File: src/rtl/ex_mem_stage_pkg.sv
// Shared types and defaults for the EX->MEM pipeline stage and its skid buffer.
package ex_mem_stage_pkg;

    localparam int unsigned DEF_DATA_W = 32;
    localparam int unsigned DEF_REG_AW = 5;

    localparam logic [DEF_REG_AW-1:0] REG_ZERO = '0;

    typedef struct packed {
        logic [DEF_DATA_W-1:0] alu_out;
        logic [DEF_DATA_W-1:0] store_data;
        logic [DEF_REG_AW-1:0] rd;
        logic                  reg_write;
        logic                  mem_read;
        logic                  mem_write;
    } ex_mem_pkt_t;

    // Occupancy of the 2-entry buffer; FULL means main and skid both hold packets.
    typedef enum logic [1:0] {
        BUF_EMPTY = 2'd0,
        BUF_MAIN  = 2'd1,
        BUF_FULL  = 2'd2
    } buf_state_e;

endpackage

File: src/rtl/ex_mem_stage_if.sv
// EX-side and MEM-side handshake bundle of ex_mem_stage.
// EX_MEM_BNE_EN adds the ex_branch_ne input.
interface ex_mem_stage_if
    import ex_mem_stage_pkg::*;
#(
    parameter int unsigned DATA_W = DEF_DATA_W,
    parameter int unsigned REG_AW = DEF_REG_AW
);

    logic              ex_valid;
    logic              ex_ready;
    logic [DATA_W-1:0] ex_alu_out;
    logic              ex_zero;
    logic [DATA_W-1:0] ex_store_data;
    logic [REG_AW-1:0] ex_rd;
    logic              ex_reg_write;
    logic              ex_mem_read;
    logic              ex_mem_write;
    logic              ex_branch;
    logic [DATA_W-1:0] ex_branch_target;
`ifdef EX_MEM_BNE_EN
    logic              ex_branch_ne;
`endif
    logic              flush;

    logic              mem_valid;
    logic              mem_ready;
    logic [DATA_W-1:0] mem_alu_out;
    logic [DATA_W-1:0] mem_store_data;
    logic [REG_AW-1:0] mem_rd;
    logic              mem_reg_write;
    logic              mem_mem_read;
    logic              mem_mem_write;

    logic              branch_taken;
    logic [DATA_W-1:0] branch_target;

    modport slave (
`ifdef EX_MEM_BNE_EN
        input  ex_branch_ne,
`endif
        input  ex_valid, ex_alu_out, ex_zero, ex_store_data, ex_rd,
        input  ex_reg_write, ex_mem_read, ex_mem_write, ex_branch, ex_branch_target,
        input  flush, mem_ready,
        output ex_ready, mem_valid, mem_alu_out, mem_store_data, mem_rd,
        output mem_reg_write, mem_mem_read, mem_mem_write,
        output branch_taken, branch_target
    );

    modport master (
`ifdef EX_MEM_BNE_EN
        output ex_branch_ne,
`endif
        output ex_valid, ex_alu_out, ex_zero, ex_store_data, ex_rd,
        output ex_reg_write, ex_mem_read, ex_mem_write, ex_branch, ex_branch_target,
        output flush, mem_ready,
        input  ex_ready, mem_valid, mem_alu_out, mem_store_data, mem_rd,
        input  mem_reg_write, mem_mem_read, mem_mem_write,
        input  branch_taken, branch_target
    );

endinterface

File: src/rtl/ex_mem_stage_skid_buffer.sv
// Two-entry (main + skid) valid/ready buffer over ex_mem_pkt_t.
// in_ready_o is a pure function of registered occupancy.
module ex_mem_stage_skid_buffer
    import ex_mem_stage_pkg::*;
(
    input  logic        clk,
    input  logic        rst,
    input  logic        flush_i,
    input  logic        in_valid_i,
    output logic        in_ready_o,
    input  ex_mem_pkt_t in_data_i,
    output logic        out_valid_o,
    input  logic        out_ready_i,
    output ex_mem_pkt_t out_data_o
);

    buf_state_e  state_q, state_d;
    ex_mem_pkt_t main_q, main_d;
    ex_mem_pkt_t skid_q, skid_d;
    logic        push;
    logic        pop;

    assign in_ready_o  = (state_q != BUF_FULL);
    assign out_valid_o = (state_q != BUF_EMPTY);
    assign out_data_o  = main_q;

    assign push = in_valid_i && in_ready_o;
    assign pop  = out_valid_o && out_ready_i;

    always_ff @(posedge clk or posedge rst) begin
        if (rst) begin
            state_q <= BUF_EMPTY;
            main_q  <= '0;
            skid_q  <= '0;
        end else begin
            state_q <= state_d;
            main_q  <= main_d;
            skid_q  <= skid_d;
        end
    end

    always_comb begin
        state_d = state_q;
        main_d  = main_q;
        skid_d  = skid_q;
        // Flush leaves the data registers untouched so invalid outputs stay stable.
        if (flush_i) begin
            state_d = BUF_EMPTY;
        end else begin
            unique case (state_q)
                BUF_EMPTY: begin
                    if (push) begin
                        main_d  = in_data_i;
                        state_d = BUF_MAIN;
                    end
                end
                BUF_MAIN: begin
                    if (push && pop) begin
                        main_d = in_data_i;
                    end else if (push) begin
                        skid_d  = in_data_i;
                        state_d = BUF_FULL;
                    end else if (pop) begin
                        state_d = BUF_EMPTY;
                    end
                end
                BUF_FULL: begin
                    if (pop) begin
                        main_d  = skid_q;
                        state_d = BUF_MAIN;
                        if (push) begin
                            skid_d  = in_data_i;
                            state_d = BUF_FULL;
                        end
                    end
                end
                default: state_d = BUF_EMPTY;
            endcase
        end
    end

endmodule

File: src/rtl/ex_mem_stage.sv
// EX->MEM pipeline stage: skid-buffered packet register, branch resolution, r0 masking.
// Define EX_MEM_BNE_EN to resolve bne via ex_branch_ne as well as beq.
module ex_mem_stage
    import ex_mem_stage_pkg::*;
#(
    parameter int unsigned DATA_W = DEF_DATA_W,
    parameter int unsigned REG_AW = DEF_REG_AW
)
(
    input  logic           clk,
    input  logic           reset,
    ex_mem_stage_if.slave  bus
);

    logic              accept;
    logic              taken_cond;
    logic              buf_in_valid;
    logic              buf_in_ready;
    logic              buf_out_valid;
    logic [REG_AW-1:0] ex_rd;
    ex_mem_pkt_t       in_pkt;
    ex_mem_pkt_t       out_pkt;

    logic              branch_taken_q, branch_taken_d;
    logic [DATA_W-1:0] branch_target_q, branch_target_d;

    assign accept = bus.ex_valid && buf_in_ready;
    assign ex_rd  = bus.ex_rd;

`ifdef EX_MEM_BNE_EN
    assign taken_cond = bus.ex_zero ^ bus.ex_branch_ne;
`else
    assign taken_cond = bus.ex_zero;
`endif

    always_comb begin
        in_pkt            = '0;
        in_pkt.alu_out    = bus.ex_alu_out;
        in_pkt.store_data = bus.ex_store_data;
        in_pkt.rd         = ex_rd;
        in_pkt.reg_write  = bus.ex_reg_write && (ex_rd != REG_ZERO);
        in_pkt.mem_read   = bus.ex_mem_read;
        in_pkt.mem_write  = bus.ex_mem_write;
    end

    // Branches are consumed here and never occupy a buffer entry.
    assign buf_in_valid = bus.ex_valid && !bus.ex_branch && !bus.flush;

    ex_mem_stage_skid_buffer u_skid (
        .clk         (clk),
        .rst         (reset),
        .flush_i     (bus.flush),
        .in_valid_i  (buf_in_valid),
        .in_ready_o  (buf_in_ready),
        .in_data_i   (in_pkt),
        .out_valid_o (buf_out_valid),
        .out_ready_i (bus.mem_ready),
        .out_data_o  (out_pkt)
    );

    always_comb begin
        branch_taken_d  = 1'b0;
        branch_target_d = branch_target_q;
        if (!bus.flush && accept && bus.ex_branch) begin
            branch_taken_d  = taken_cond;
            branch_target_d = bus.ex_branch_target;
        end
    end

    always_ff @(posedge clk or posedge reset) begin
        if (reset) begin
            branch_taken_q  <= 1'b0;
            branch_target_q <= '0;
        end else begin
            branch_taken_q  <= branch_taken_d;
            branch_target_q <= branch_target_d;
        end
    end

    assign bus.ex_ready       = buf_in_ready;
    assign bus.mem_valid      = buf_out_valid;
    assign bus.mem_alu_out    = out_pkt.alu_out;
    assign bus.mem_store_data = out_pkt.store_data;
    assign bus.mem_rd         = out_pkt.rd;
    assign bus.mem_reg_write  = out_pkt.reg_write;
    assign bus.mem_mem_read   = out_pkt.mem_read;
    assign bus.mem_mem_write  = out_pkt.mem_write;
    assign bus.branch_taken   = branch_taken_q;
    assign bus.branch_target  = branch_target_q;

endmodule

File: src/flat_wrapper.sv
// flat-port wrapper written by rule: the top's interface ports become plain ports
module ex_mem_stage_flat import ex_mem_stage_pkg::*;
#(
    parameter int unsigned DATA_W = DEF_DATA_W,
    parameter int unsigned REG_AW = DEF_REG_AW
)
  (clk, reset, bus_ex_valid, bus_ex_alu_out, bus_ex_zero, bus_ex_store_data, bus_ex_rd, bus_ex_reg_write, bus_ex_mem_read, bus_ex_mem_write, bus_ex_branch, bus_ex_branch_target, bus_flush, bus_mem_ready, bus_ex_ready, bus_mem_valid, bus_mem_alu_out, bus_mem_store_data, bus_mem_rd, bus_mem_reg_write, bus_mem_mem_read, bus_mem_mem_write, bus_branch_taken, bus_branch_target);
  ex_mem_stage_if #(.DATA_W(DATA_W), .REG_AW(REG_AW)) bus_i ();
  input  logic clk;
  input  logic reset;
  input wire logic [$bits(bus_i.ex_valid)-1:0] bus_ex_valid;
  input wire logic [$bits(bus_i.ex_alu_out)-1:0] bus_ex_alu_out;
  input wire logic [$bits(bus_i.ex_zero)-1:0] bus_ex_zero;
  input wire logic [$bits(bus_i.ex_store_data)-1:0] bus_ex_store_data;
  input wire logic [$bits(bus_i.ex_rd)-1:0] bus_ex_rd;
  input wire logic [$bits(bus_i.ex_reg_write)-1:0] bus_ex_reg_write;
  input wire logic [$bits(bus_i.ex_mem_read)-1:0] bus_ex_mem_read;
  input wire logic [$bits(bus_i.ex_mem_write)-1:0] bus_ex_mem_write;
  input wire logic [$bits(bus_i.ex_branch)-1:0] bus_ex_branch;
  input wire logic [$bits(bus_i.ex_branch_target)-1:0] bus_ex_branch_target;
  input wire logic [$bits(bus_i.flush)-1:0] bus_flush;
  input wire logic [$bits(bus_i.mem_ready)-1:0] bus_mem_ready;
  output wire logic [$bits(bus_i.ex_ready)-1:0] bus_ex_ready;
  output wire logic [$bits(bus_i.mem_valid)-1:0] bus_mem_valid;
  output wire logic [$bits(bus_i.mem_alu_out)-1:0] bus_mem_alu_out;
  output wire logic [$bits(bus_i.mem_store_data)-1:0] bus_mem_store_data;
  output wire logic [$bits(bus_i.mem_rd)-1:0] bus_mem_rd;
  output wire logic [$bits(bus_i.mem_reg_write)-1:0] bus_mem_reg_write;
  output wire logic [$bits(bus_i.mem_mem_read)-1:0] bus_mem_mem_read;
  output wire logic [$bits(bus_i.mem_mem_write)-1:0] bus_mem_mem_write;
  output wire logic [$bits(bus_i.branch_taken)-1:0] bus_branch_taken;
  output wire logic [$bits(bus_i.branch_target)-1:0] bus_branch_target;
  assign bus_i.ex_valid = bus_ex_valid;
  assign bus_i.ex_alu_out = bus_ex_alu_out;
  assign bus_i.ex_zero = bus_ex_zero;
  assign bus_i.ex_store_data = bus_ex_store_data;
  assign bus_i.ex_rd = bus_ex_rd;
  assign bus_i.ex_reg_write = bus_ex_reg_write;
  assign bus_i.ex_mem_read = bus_ex_mem_read;
  assign bus_i.ex_mem_write = bus_ex_mem_write;
  assign bus_i.ex_branch = bus_ex_branch;
  assign bus_i.ex_branch_target = bus_ex_branch_target;
  assign bus_i.flush = bus_flush;
  assign bus_i.mem_ready = bus_mem_ready;
  assign bus_ex_ready = bus_i.ex_ready;
  assign bus_mem_valid = bus_i.mem_valid;
  assign bus_mem_alu_out = bus_i.mem_alu_out;
  assign bus_mem_store_data = bus_i.mem_store_data;
  assign bus_mem_rd = bus_i.mem_rd;
  assign bus_mem_reg_write = bus_i.mem_reg_write;
  assign bus_mem_mem_read = bus_i.mem_mem_read;
  assign bus_mem_mem_write = bus_i.mem_mem_write;
  assign bus_branch_taken = bus_i.branch_taken;
  assign bus_branch_target = bus_i.branch_target;
  ex_mem_stage #(.DATA_W(DATA_W), .REG_AW(REG_AW)) u_core (.clk(clk), .reset(reset), .bus(bus_i));
endmodule
File: config.mk
export PLATFORM = sky130hd
export DESIGN_NAME = ex_mem_stage_flat
export DESIGN_NICKNAME = d
export VERILOG_FILES = /design/src/rtl/ex_mem_stage_pkg.sv /design/src/rtl/ex_mem_stage_if.sv /design/src/rtl/ex_mem_stage_skid_buffer.sv /design/src/rtl/ex_mem_stage.sv /design/src/flat_wrapper.sv
export SDC_FILE = /design/constraint.sdc
export NUM_CORES = 1
export LEC_CHECK = 0
export ABC_AREA = 0
export BUFFER_PORTS_ARGS = -buffer_cell sky130_fd_sc_hd__clkbuf_2
export CORE_MARGIN = 2
export CORE_UTILIZATION = 55
export CTS_CLUSTER_DIAMETER = 50
export DETAILED_ROUTE_END_ITERATION = 10
export PLACE_DENSITY_LB_ADDON = 0.1
export SYNTH_ARGS = -nofsm -noshare
export SYNTH_HDL_FRONTEND = slang
export SYNTH_SLANG_ARGS = --single-unit
File: constraint.sdc
create_clock -name clk -period 11.2 [get_ports clk]
set_input_delay 2.24 -clock clk [delete_from_list [all_inputs] [get_ports clk]]
set_output_delay 2.24 -clock clk [all_outputs]
set_load 0.02 [all_outputs]
==> metrics.txt, run 1 <==
post-route ant nets=0; CTS Sinks=179; worst clock skew=0.005967 ns; worst hold stages=2; Max Slew Vio Count=0; Setup Buffers After CTS=0; Least-Margin Pin Slew=1.242 ns; Leak=4.447 nW; dpl hpwl=10510 µm; Max Cap Viol=0; Nets=944; dpl ws=5.944 ns; RSZ-0062 raised after global routing=false; DP Area=0.008427 mm²; Reg2Reg Depth=5; global route total overflow=0; relative slew slack=17.20%; sequential share of the synthesized area=61.72%; Worst VDD drop=0.1104 mV; worst hold path startpoint=u_core.u_skid.skid_q[2]; deepest clock path buffer count=2; worst hold slack=0.4872 ns; Hold Path Class=register to register; capturing point of the worst reg2reg path=u_core.u_skid.out_data_o[2]; I/O Pins=218; clk root buf=clkbuf_16; Fin. Hold Viols=0; largest net degree at the start of global routing=95; synthesized area=0.007257 mm²; max layer used=met4; syn avg cell area=11.43 µm²; GP Congestion=0.7510; synth warn=0; # hold bufs at CTS=0; crit path launch type=primary input; number of global-route vias before repair=5386; PD cells=202.7 mW/mm²; fmax=207.2 MHz; CTS Buf Count=17; die area=0.01413 mm²; wire length on met3=1051 µm; CTS tree=done; Ant. Diodes=0; Skew-Pair Late Insertion Delay=0.42 ns; Layout area overhead=24.16%; reg-to-reg setup timing slack=7.80 ns; first-pass detailed-route iteration total=7; clk slew on worst S/H paths=0.06 ns; Setup TNS=0 ns; post-route cell area=0.009010 mm²; CP max stage cell=a31oi_4; wire length per cell=15.87 µm; via/cell ratio=5.330; Cell Rows=41; status=completed; met1 wire length=6795 µm; layout cell share with drive strength beyond 1=42.37%; H-Tree Depth=4; WP data arrival=5.14 ns; initial core utilization=56.81%; part of the cycle the worst path needs=43.09%; routed wl met2=7900 µm; Synth Register Bits=179; CP Cell Sequence=clkbuf_2 -> or4b_1 -> a31oi_4 -> buf_4 -> o211ai_1 -> o21a_1; initial antenna violation count=0; Critical Path Sink Type=register; detailed-route DRC error count=0; die width=118.9 µm; CP required=11.51 ns; slowest cell delay on critical path=1.01 ns; hold endpoint=u_core.u_skid.skid_q[2]; PortBufs=217; die height=118.9 µm; Initial DRC Count=448; reg-to-reg startpoint=u_core.u_skid.state_q[0]; Setup violations, final=0; Tmin final=4.826 ns; Core Area=0.01277 mm²; WL final=16140 µm; vias post-DR=5421; Tot GR Track Use=23.48%; number of distinct library cells after synthesis=25; first-pass GRT wire length=26380 µm; Worst Setup Path Type=primary input to register; Power Total=1.826 mW; fin worst setup slack=6.374 ns; Post-CTS Resized=0; Max FO, Critical Path=94; Synthesized Nets=746; Gate Count Post-Synth=635
[state kept, by name (all words and copies together) (netlist names)]
name / flops
u_core.bus.branch_target: 32
u_core.u_skid.state_q: 2
u_core.u_skid.out_data_o: 72
u_core.u_skid.skid_q: 72
u_core.bus.branch_taken: 1
[cells by family after synthesis]
family | synth area share [%]
buf+inv | 2.776
flops | 61.72
mux | 16.12
simple gates | 12.43
compound gates | 6.948
[how the worst max path moves through the flow]
stage / startpoint / to / cells after the start
6_report: bus_ex_branch / u_core.u_skid.out_data_o[2] / 6
5_1_grt: bus_ex_branch / u_core.u_skid.out_data_o[2] / 6
4_1_cts: bus_ex_branch / u_core.u_skid.out_data_o[2] / 6
3_5_place_dp: bus_ex_branch / u_core.u_skid.out_data_o[2] / 6
3_3_place_gp: bus_ex_branch / u_core.u_skid.out_data_o[2] / 6
2_1_floorplan: reset / u_core.bus.branch_taken / 1
[metrics by stage]
stage,std cells,util (%)
after floorplan,635,-
after global placement,986,65.97
after detailed placement,986,65.97
after CTS,1017,70.54
after global routing,1017,70.54
final,1017,70.54
[layout make-up]
cell class / instances / area (µm²)
flip-flops and latches: 179 / 4479
well taps: 172 / 215.2
inverters: 2 / 12.51
repair buffers: 222 / 1124
clock buffers: 27 / 513.0
clock inverters: 4 / 70.07
multi-input cells: 411 / 2596
fillers: 933 / 3764
[power breakdown]
| part | internal [mW] | total, mW | switching, mW |
|---|---|---|---|
| Clock | 0.357 | 0.588 | 0.231 |
| Sequential | 0.780 | 0.851 | 0.0711 |
| Combinational | 0.160 | 0.387 | 0.227 |
| Total | 1.30 | 1.83 | 0.529 |
[layer usage]
layer / global-route usage, % / up-vias
met3: 5.316 / 31
met2: 38.94 / 187
met1: 29.90 / 2643
li1: - / 2560
met5: 0 / -
met4: 9.821 / 0
[cell usage after synthesis]
cell,number,share of area [%]
and2_1,1,0.086
or4bb_1,1,0.16
o211ai_1,1,0.10
nand2_1,144,7.4
nor2b_1,3,0.26
nand3b_1,1,0.10
mux2_2,103,16
buf_2,23,1.6
nand2b_1,1,0.086
o21ai_0,2,0.14
o21a_1,1,0.10
o31ai_1,1,0.10
nor2_1,72,3.7
or2_2,2,0.17
inv_1,2,0.10
clkbuf_1,19,0.98
and3_1,1,0.086
mux2i_1,1,0.14
or4_1,1,0.10
buf_4,1,0.10
a31oi_1,72,6.2
a31oi_4,1,0.29
nand3_1,1,0.069
dfrtp_1,179,62
or4b_1,1,0.14
[cells in the final DEF (no fill, tap or decap), types with 2 or more instances in the layout]
master	count
clkinv_2	2
o21ai_0	2
a31oi_1	72
clkbuf_1	5
mux2_2	103
buf_4	5
bufinv_16	2
nor2b_1	2
dfrtp_1	179
or2_2	2
clkbuf_8	5
clkbuf_2	217
nand2_1	144
clkbuf_16	17
nor2_1	72
[critical path, delay by kind of cell]
kind / cells / cell delay [ns]
compound gates: 3 / 1.34
simple gates: 1 / 0.55
buf+inv: 2 / 0.96
Power figures use the tool's default switching activity.
==> inputs of run 2 (changes only) <==
--- a/config.mk
+++ b/config.mk
@@ -8,7 +8,7 @@
 export ABC_AREA = 0
 export BUFFER_PORTS_ARGS = -buffer_cell sky130_fd_sc_hd__clkbuf_2
 export CORE_MARGIN = 2
-export CORE_UTILIZATION = 55
+export CORE_UTILIZATION = 46
 export CTS_CLUSTER_DIAMETER = 50
 export DETAILED_ROUTE_END_ITERATION = 10
 export PLACE_DENSITY_LB_ADDON = 0.1
==> constraint.sdc (replaced) <==
create_clock -name clk -period 3.9 [get_ports clk]
set_input_delay 0.78 -clock clk [delete_from_list [all_inputs] [get_ports clk]]
set_output_delay 0.78 -clock clk [all_outputs]
set_load 0.02 [all_outputs]
==> metrics.txt, run 2 (synthesized netlist as in run 1, its figures left out) <==
status=completed (unchanged); worst clock skew=0.005624 ns (was 0.005967 ns); Ant. Diodes=0 (unchanged); I/O Pins=218 (unchanged); Skew-Pair Late Insertion Delay=0.42 ns (about the same); Core Area=0.01531 mm² (was 0.01277 mm²); die width=129.6 µm (was 118.9 µm); Max Cap Viol=0 (unchanged); Setup TNS=0 ns (unchanged); GP Congestion=0.7523 (was 0.7510); Hold Path Class=primary input to asynchronous set/reset pin (was register to register); commonest non-fill, non-tap cell in the layout=clkbuf_2 (unchanged); deepest clock path buffer count=2 (unchanged); WP data arrival=1.44 ns (was 5.14 ns); reg-to-reg startpoint=u_core.u_skid.state_q[0] (unchanged); CTS Sinks=179 (unchanged); clk root buf=clkbuf_16 (unchanged); via/cell ratio=5.091 (was 5.330); CP Launch Point=u_core.u_skid.state_q[1] (was bus_ex_branch); die height=129.6 µm (was 118.9 µm); relative slew slack=43.11% (was 17.20%); slowest cell delay on critical path=0.44 ns (was 1.01 ns); crit path launch type=register (was primary input); clk slew on worst S/H paths=0.07 ns (was 0.06 ns); initial antenna violation count=0 (unchanged); Nets=949 (was 944); Leak=4.471 nW (was 4.447 nW); PortBufs=217 (unchanged); vias post-DR=5407 (was 5421); initial core utilization=47.39% (was 56.81%); reg-to-reg setup timing slack=1.77 ns (was 7.80 ns); CP Cell Sequence=nor2b_4 -> inv_2 -> clkbuf_2 (was clkbuf_2 -> or4b_1 -> a31oi_4 -> buf_4 -> o211ai_1 -> o21a_1); Setup Buffers After CTS=0 (unchanged); number of global-route vias before repair=5307 (was 5386); CP required=3.12 ns (was 11.51 ns); fmax=449.7 MHz; commonest cells after routing, fill and taps aside=217 x clkbuf_2, 179 x dfrtp_1, 144 x nand2_1, 103 x mux2_2 (unchanged); Critical Path Sink Type=primary output (was register); Max Slew Vio Count=0 (unchanged); detailed-route DRC error count=0 (unchanged); Layout fillers=1304 (was 933); Cell Rows=45 (was 41); Least-Margin Pin Slew=0.8534 ns (was 1.242 ns); Setup violations, final=0 (unchanged); first-pass detailed-route iteration total=4 (was 7); largest net degree at the start of global routing=89 (was 95); RSZ-0062 raised after global routing=false (unchanged); H-Tree Depth=4 (unchanged); Layout Utilization=59.62% (was 70.54%); Fin. Hold Viols=0 (unchanged); CP max stage cell=dfrtp_1 (was a31oi_4); Tot GR Track Use=20.07% (was 23.48%); # hold bufs at CTS=0 (unchanged); Worst Setup Path Type=register to primary output (was primary input to register); Worst VDD drop=0.2942 mV (was 0.1104 mV); WL final=16460 µm (was 16140 µm); layout cell share with drive strength beyond 1=43.36% (was 42.37%); CTS tree=done (unchanged); dpl hpwl=11150 µm (was 10510 µm); Max FO, Critical Path=15 (was 94); global route total overflow=0 (unchanged); post-route ant nets=0 (unchanged); CTS Buf Count=17 (unchanged); part of the cycle the worst path needs=57.02%; WP buf/inv=2 (unchanged); Layout area overhead=25.83% (was 24.16%); Initial DRC Count=316 (was 448); first-pass GRT wire length=26200 µm (was 26380 µm); CP top delay family=flip-flops (was compound AO/OA/AOI/OAI gates); Post-CTS Resized=0 (unchanged); Tmin final=2.224 ns; wire length per cell=15.50 µm (was 15.87 µm); die area=0.01680 mm² (was 0.01413 mm²); PD cells=575.1 mW/mm² (was 202.7 mW/mm²)
## run 2: changes by cell type in the layout (fill, tap and decap cells not counted)
| cell | delta |
|---|---|
| clkbuf_8 | -2 |
| inv_6 | +1 |
| buf_12 | +2 |
| clkbuf_1 | -5 |
| buf_4 | +3 |
| clkinv_2 | +2 |
| clkinvlp_4 | +5 |
## run 2: per-layer routing
metal	global-route usage, %	part of all wire (%)	wire (µm)	vias to the layer above
met5	0	0	0	-
met4	5.946	1.2	202	0
met3	6.978	7.5	1240	15
met2	32.52	48	7834	177
met1	25.66	44	7183	2637
li1	-	-	-	2578
## run 2: final timing paths
check | cells after the start | end
setup / recovery | 3 | bus_ex_ready
hold / removal | 2 | u_core.u_skid.out_data_o[23]
setup reg to reg | 5 | u_core.u_skid.out_data_o[58]
hold reg to reg | 1 | u_core.u_skid.skid_q[17]
max in group asynchronous | 3 | u_core.u_skid.skid_q[8]
min in group clk | 1 | u_core.u_skid.skid_q[17]
## run 2: final cells by class
class	count	area, µm²	area share (%)
Timing Repair Buffer	227	1186	12.99
Tap cell	211	264.0	2.891
Multi-Input combinational cell	411	2596	28.43
Sequential cell	179	4479	49.05
Clock inverter	12	127.6	1.398
Clock buffer	20	466.7	5.111
Inverter	2	11.26	0.1233
## run 2: metrics by stage
stage | std cells | total power, mW | hold WS (ns) | instance area [µm²] | setup WS [ns]
6_report | 1062 | 5.251 | 0.3757 | 9131 | 1.676
5_1_grt | 1062 | 5.525 | 0.4001 | 9131 | 1.578
4_1_cts | 1062 | 5.311 | 0.3753 | 9131 | 1.642
3_5_place_dp | 1030 | 3.613 | 0.4880 | 8537 | 1.371
3_3_place_gp | 1030 | 3.559 | 0.4633 | 8537 | 1.450
2_1_floorplan | 635 | 3.163 | 0.4497 | 7261 | 0.8254
## run 2: power breakdown
part	switching, mW	internal [mW]	total (mW)
logic	0.655	0.464	1.12
clock network	0.697	0.994	1.69
registers	0.202	2.24	2.44
==> inputs of run 3 (changes only) <==
==> constraint.sdc (replaced) <==
create_clock -name clk -period 1.89 [get_ports clk]
set_input_delay 0.378 -clock clk [delete_from_list [all_inputs] [get_ports clk]]
set_output_delay 0.378 -clock clk [all_outputs]
set_load 0.02 [all_outputs]
==> metrics.txt, run 3 (synthesized netlist as in run 1, its figures left out) <==
clk slew on worst S/H paths=0.07 ns (about the same); Initial DRC Count=366 (was 316); Max Slew Vio Count=0 (unchanged); die width=129.6 µm (unchanged); PortBufs=217 (unchanged); Hold Path Class=primary input to asynchronous set/reset pin (unchanged); vias post-DR=5602 (was 5407); Tot GR Track Use=20.65% (was 20.07%); CTS Sinks=179 (unchanged); WP buf/inv=2 (unchanged); failing checks=setup timing; initial core utilization=47.39% (unchanged); PD cells=1156 mW/mm² (was 575.1 mW/mm²); routed wl met2=9200 µm (was 7834 µm); clk root buf=clkbuf_16 (unchanged); wire length per cell=16.82 µm (was 15.50 µm); WP data arrival=2.24 ns (was 1.44 ns); Critical Path Sink Type=register (was primary output); first-pass GRT wire length=26980 µm (was 26200 µm); Power Total=11.20 mW (was 5.251 mW); Leak=4.679 nW (was 4.471 nW); first-pass detailed-route iteration total=5 (was 4); commonest cells after routing, fill and taps aside=216 x clkbuf_2, 178 x dfrtp_1, 144 x nand2_1, 103 x mux2_2, 69 x a31oi_1 (was 217 x clkbuf_2, 179 x dfrtp_1, 144 x nand2_1, 103 x mux2_2); # hold bufs at CTS=0 (unchanged); CP max stage cell=or4bb_4 (was dfrtp_1); WL final=18180 µm (was 16460 µm); fin worst setup slack=-0.01182 ns (was 1.676 ns); Least-Margin Pin Slew=0.6830 ns (was 0.8534 ns); Nets=970 (was 949); I/O Pins=218 (unchanged); Worst VDD drop=0.6758 mV (was 0.2942 mV); status=finished, violations left (was completed); register area=0.004481 mm² (was 0.004479 mm²); CP Cell Sequence=or4bb_4 -> a31oi_4 -> buf_12 -> clkbuf_16 -> nor2_2 -> a31oi_1 (was nor2b_4 -> inv_2 -> clkbuf_2); Skew-Pair Late Insertion Delay=0.42 ns (about the same); via/cell ratio=5.182 (was 5.091); CP required=2.23 ns (was 3.12 ns); GP Congestion=0.7398 (was 0.7523); Worst Setup Path Type=register to register (was register to primary output); deepest clock path buffer count=2 (unchanged); Tmin final=1.902 ns; Fin. Hold Viols=0 (unchanged); post-route ant nets=0 (unchanged); Core Area=0.01531 mm² (unchanged); post-route cell area=0.009693 mm² (was 0.009131 mm²); Setup violations, final=1 (was 0); Ant. Diodes=0 (unchanged); Layout fillers=1267 (was 1304); crit path launch type=register (unchanged); Layout area overhead=33.57% (was 25.83%); Max Cap Viol=0 (unchanged); commonest non-fill, non-tap cell in the layout=clkbuf_2 (unchanged); detailed-route DRC error count=0 (unchanged); H-Tree Depth=4 (unchanged); RSZ-0062 raised after global routing=true (was false); slowest cell delay on critical path=0.54 ns (was 0.44 ns); fmax=525.8 MHz; CP top delay family=simple AND/OR/NAND/NOR gates (was flip-flops); CTS Buf Count=17 (unchanged); part of the cycle the worst path needs=100.6%; relative slew slack=54.47% (was 43.11%); max layer used=met4 (unchanged); Max FO, Critical Path=8 (was 15); DP Area=0.008715 mm² (was 0.008537 mm²); worst clock skew=0.008147 ns (was 0.005624 ns); number of global-route vias before repair=5476 (was 5307); met1 wire length=7708 µm (was 7183 µm); CTS tree=done (unchanged); dpl hpwl=11780 µm (was 11150 µm); die height=129.6 µm (unchanged); Cell Rows=45 (unchanged); die area=0.01680 mm² (unchanged); area of the multi-input gates=0.002726 mm² (was 0.002596 mm²); layout cell share with drive strength beyond 1=47.59% (was 43.36%); global route total overflow=0 (unchanged); initial antenna violation count=0 (unchanged); largest net degree at the start of global routing=98 (was 89); wire length on met3=1089 µm (was 1240 µm)
## run 3: changes by cell type in the layout (fill, tap and decap cells not counted), moves of 3 or more
cell       before  now
nor2_1         72   51
nor2_2          0   11
buf_12          2   12
nor2_4          0   10
clkbuf_16      17   24
a31oi_1        72   69
a31oi_2         0    3
clkinv_2        4    1
## run 3: area by class of cell
class | count | share of cell area [%]
timing repair buffer | 248 | 16.60
inverter | 2 | 0.1162
multi-input combinational | 411 | 28.13
sequential | 179 | 46.22
clock buffer | 22 | 4.892
tap | 211 | 2.724
clock inverter | 8 | 1.317
## run 3: path summary, 6_finish.rpt
kind | from | endpoint | slack [ns] | cells past startpoint
min in group clk | bus_ex_zero | u_core.bus.branch_taken | 0.18 | 2
max in group asynchronous | reset | u_core.u_skid.out_data_o[47] | 1.21 | 3
hold / removal | reset | u_core.bus.branch_target[20] | 0.09 | 3
setup reg to reg | u_core.u_skid.state_q[1] | u_core.u_skid.out_data_o[48] | -0.01 | 6
setup / recovery | u_core.u_skid.state_q[1] | u_core.u_skid.out_data_o[48] | -0.01 | 6
hold reg to reg | u_core.u_skid.skid_q[2] | u_core.u_skid.skid_q[2] | 0.49 | 2
## run 3: metal layers
layer	up-vias	GRT usage (%)
met4	0	6.262
met1	2807	24.53
met2	167	36.16
met3	14	6.317
met5	-	0
li1	2614	-
## run 3: where the power goes
part,switching (mW),internal [mW]
Sequential,0.467,4.62
Clock,1.43,2.17
Combinational,1.41,1.10
## run 3: stage by stage
stage / util, % / setup WS [ns] / hold WS, ns / cells / setup TNS, ns
2_1_floorplan: - / -0.7826 / 0.4415 / 635 / -140.09
3_3_place_gp: 56.90 / 0.02166 / 0.4645 / 1042 / 0
3_5_place_dp: 56.90 / -0.05622 / 0.4738 / 1042 / -0.9801
4_1_cts: 60.86 / 0.004969 / 0.09127 / 1072 / 0
5_1_grt: 63.29 / -0.06014 / 0.1351 / 1081 / -0.7321
6_report: 63.29 / -0.01182 / 0.09109 / 1081 / -0.01182
## run 3: worst reg2reg max path, delay by kind of cell (launching register included)
kind	cells	cell delay (ns)
DFF	1	0.44
and+or+nand+nor	2	0.58
buffers and inverters	2	0.38
AOI/OAI and AO/OA	2	0.41
## run 3: timing repair
action / CTS / global route
endpoints found under the hold margin: 0 / 0
endpoints found under the setup margin: 33 / 64
buffers inserted: 0 / 2
pin swaps: 0 / 3
resized for setup: 1 / 48
gates cloned: 0 / 8
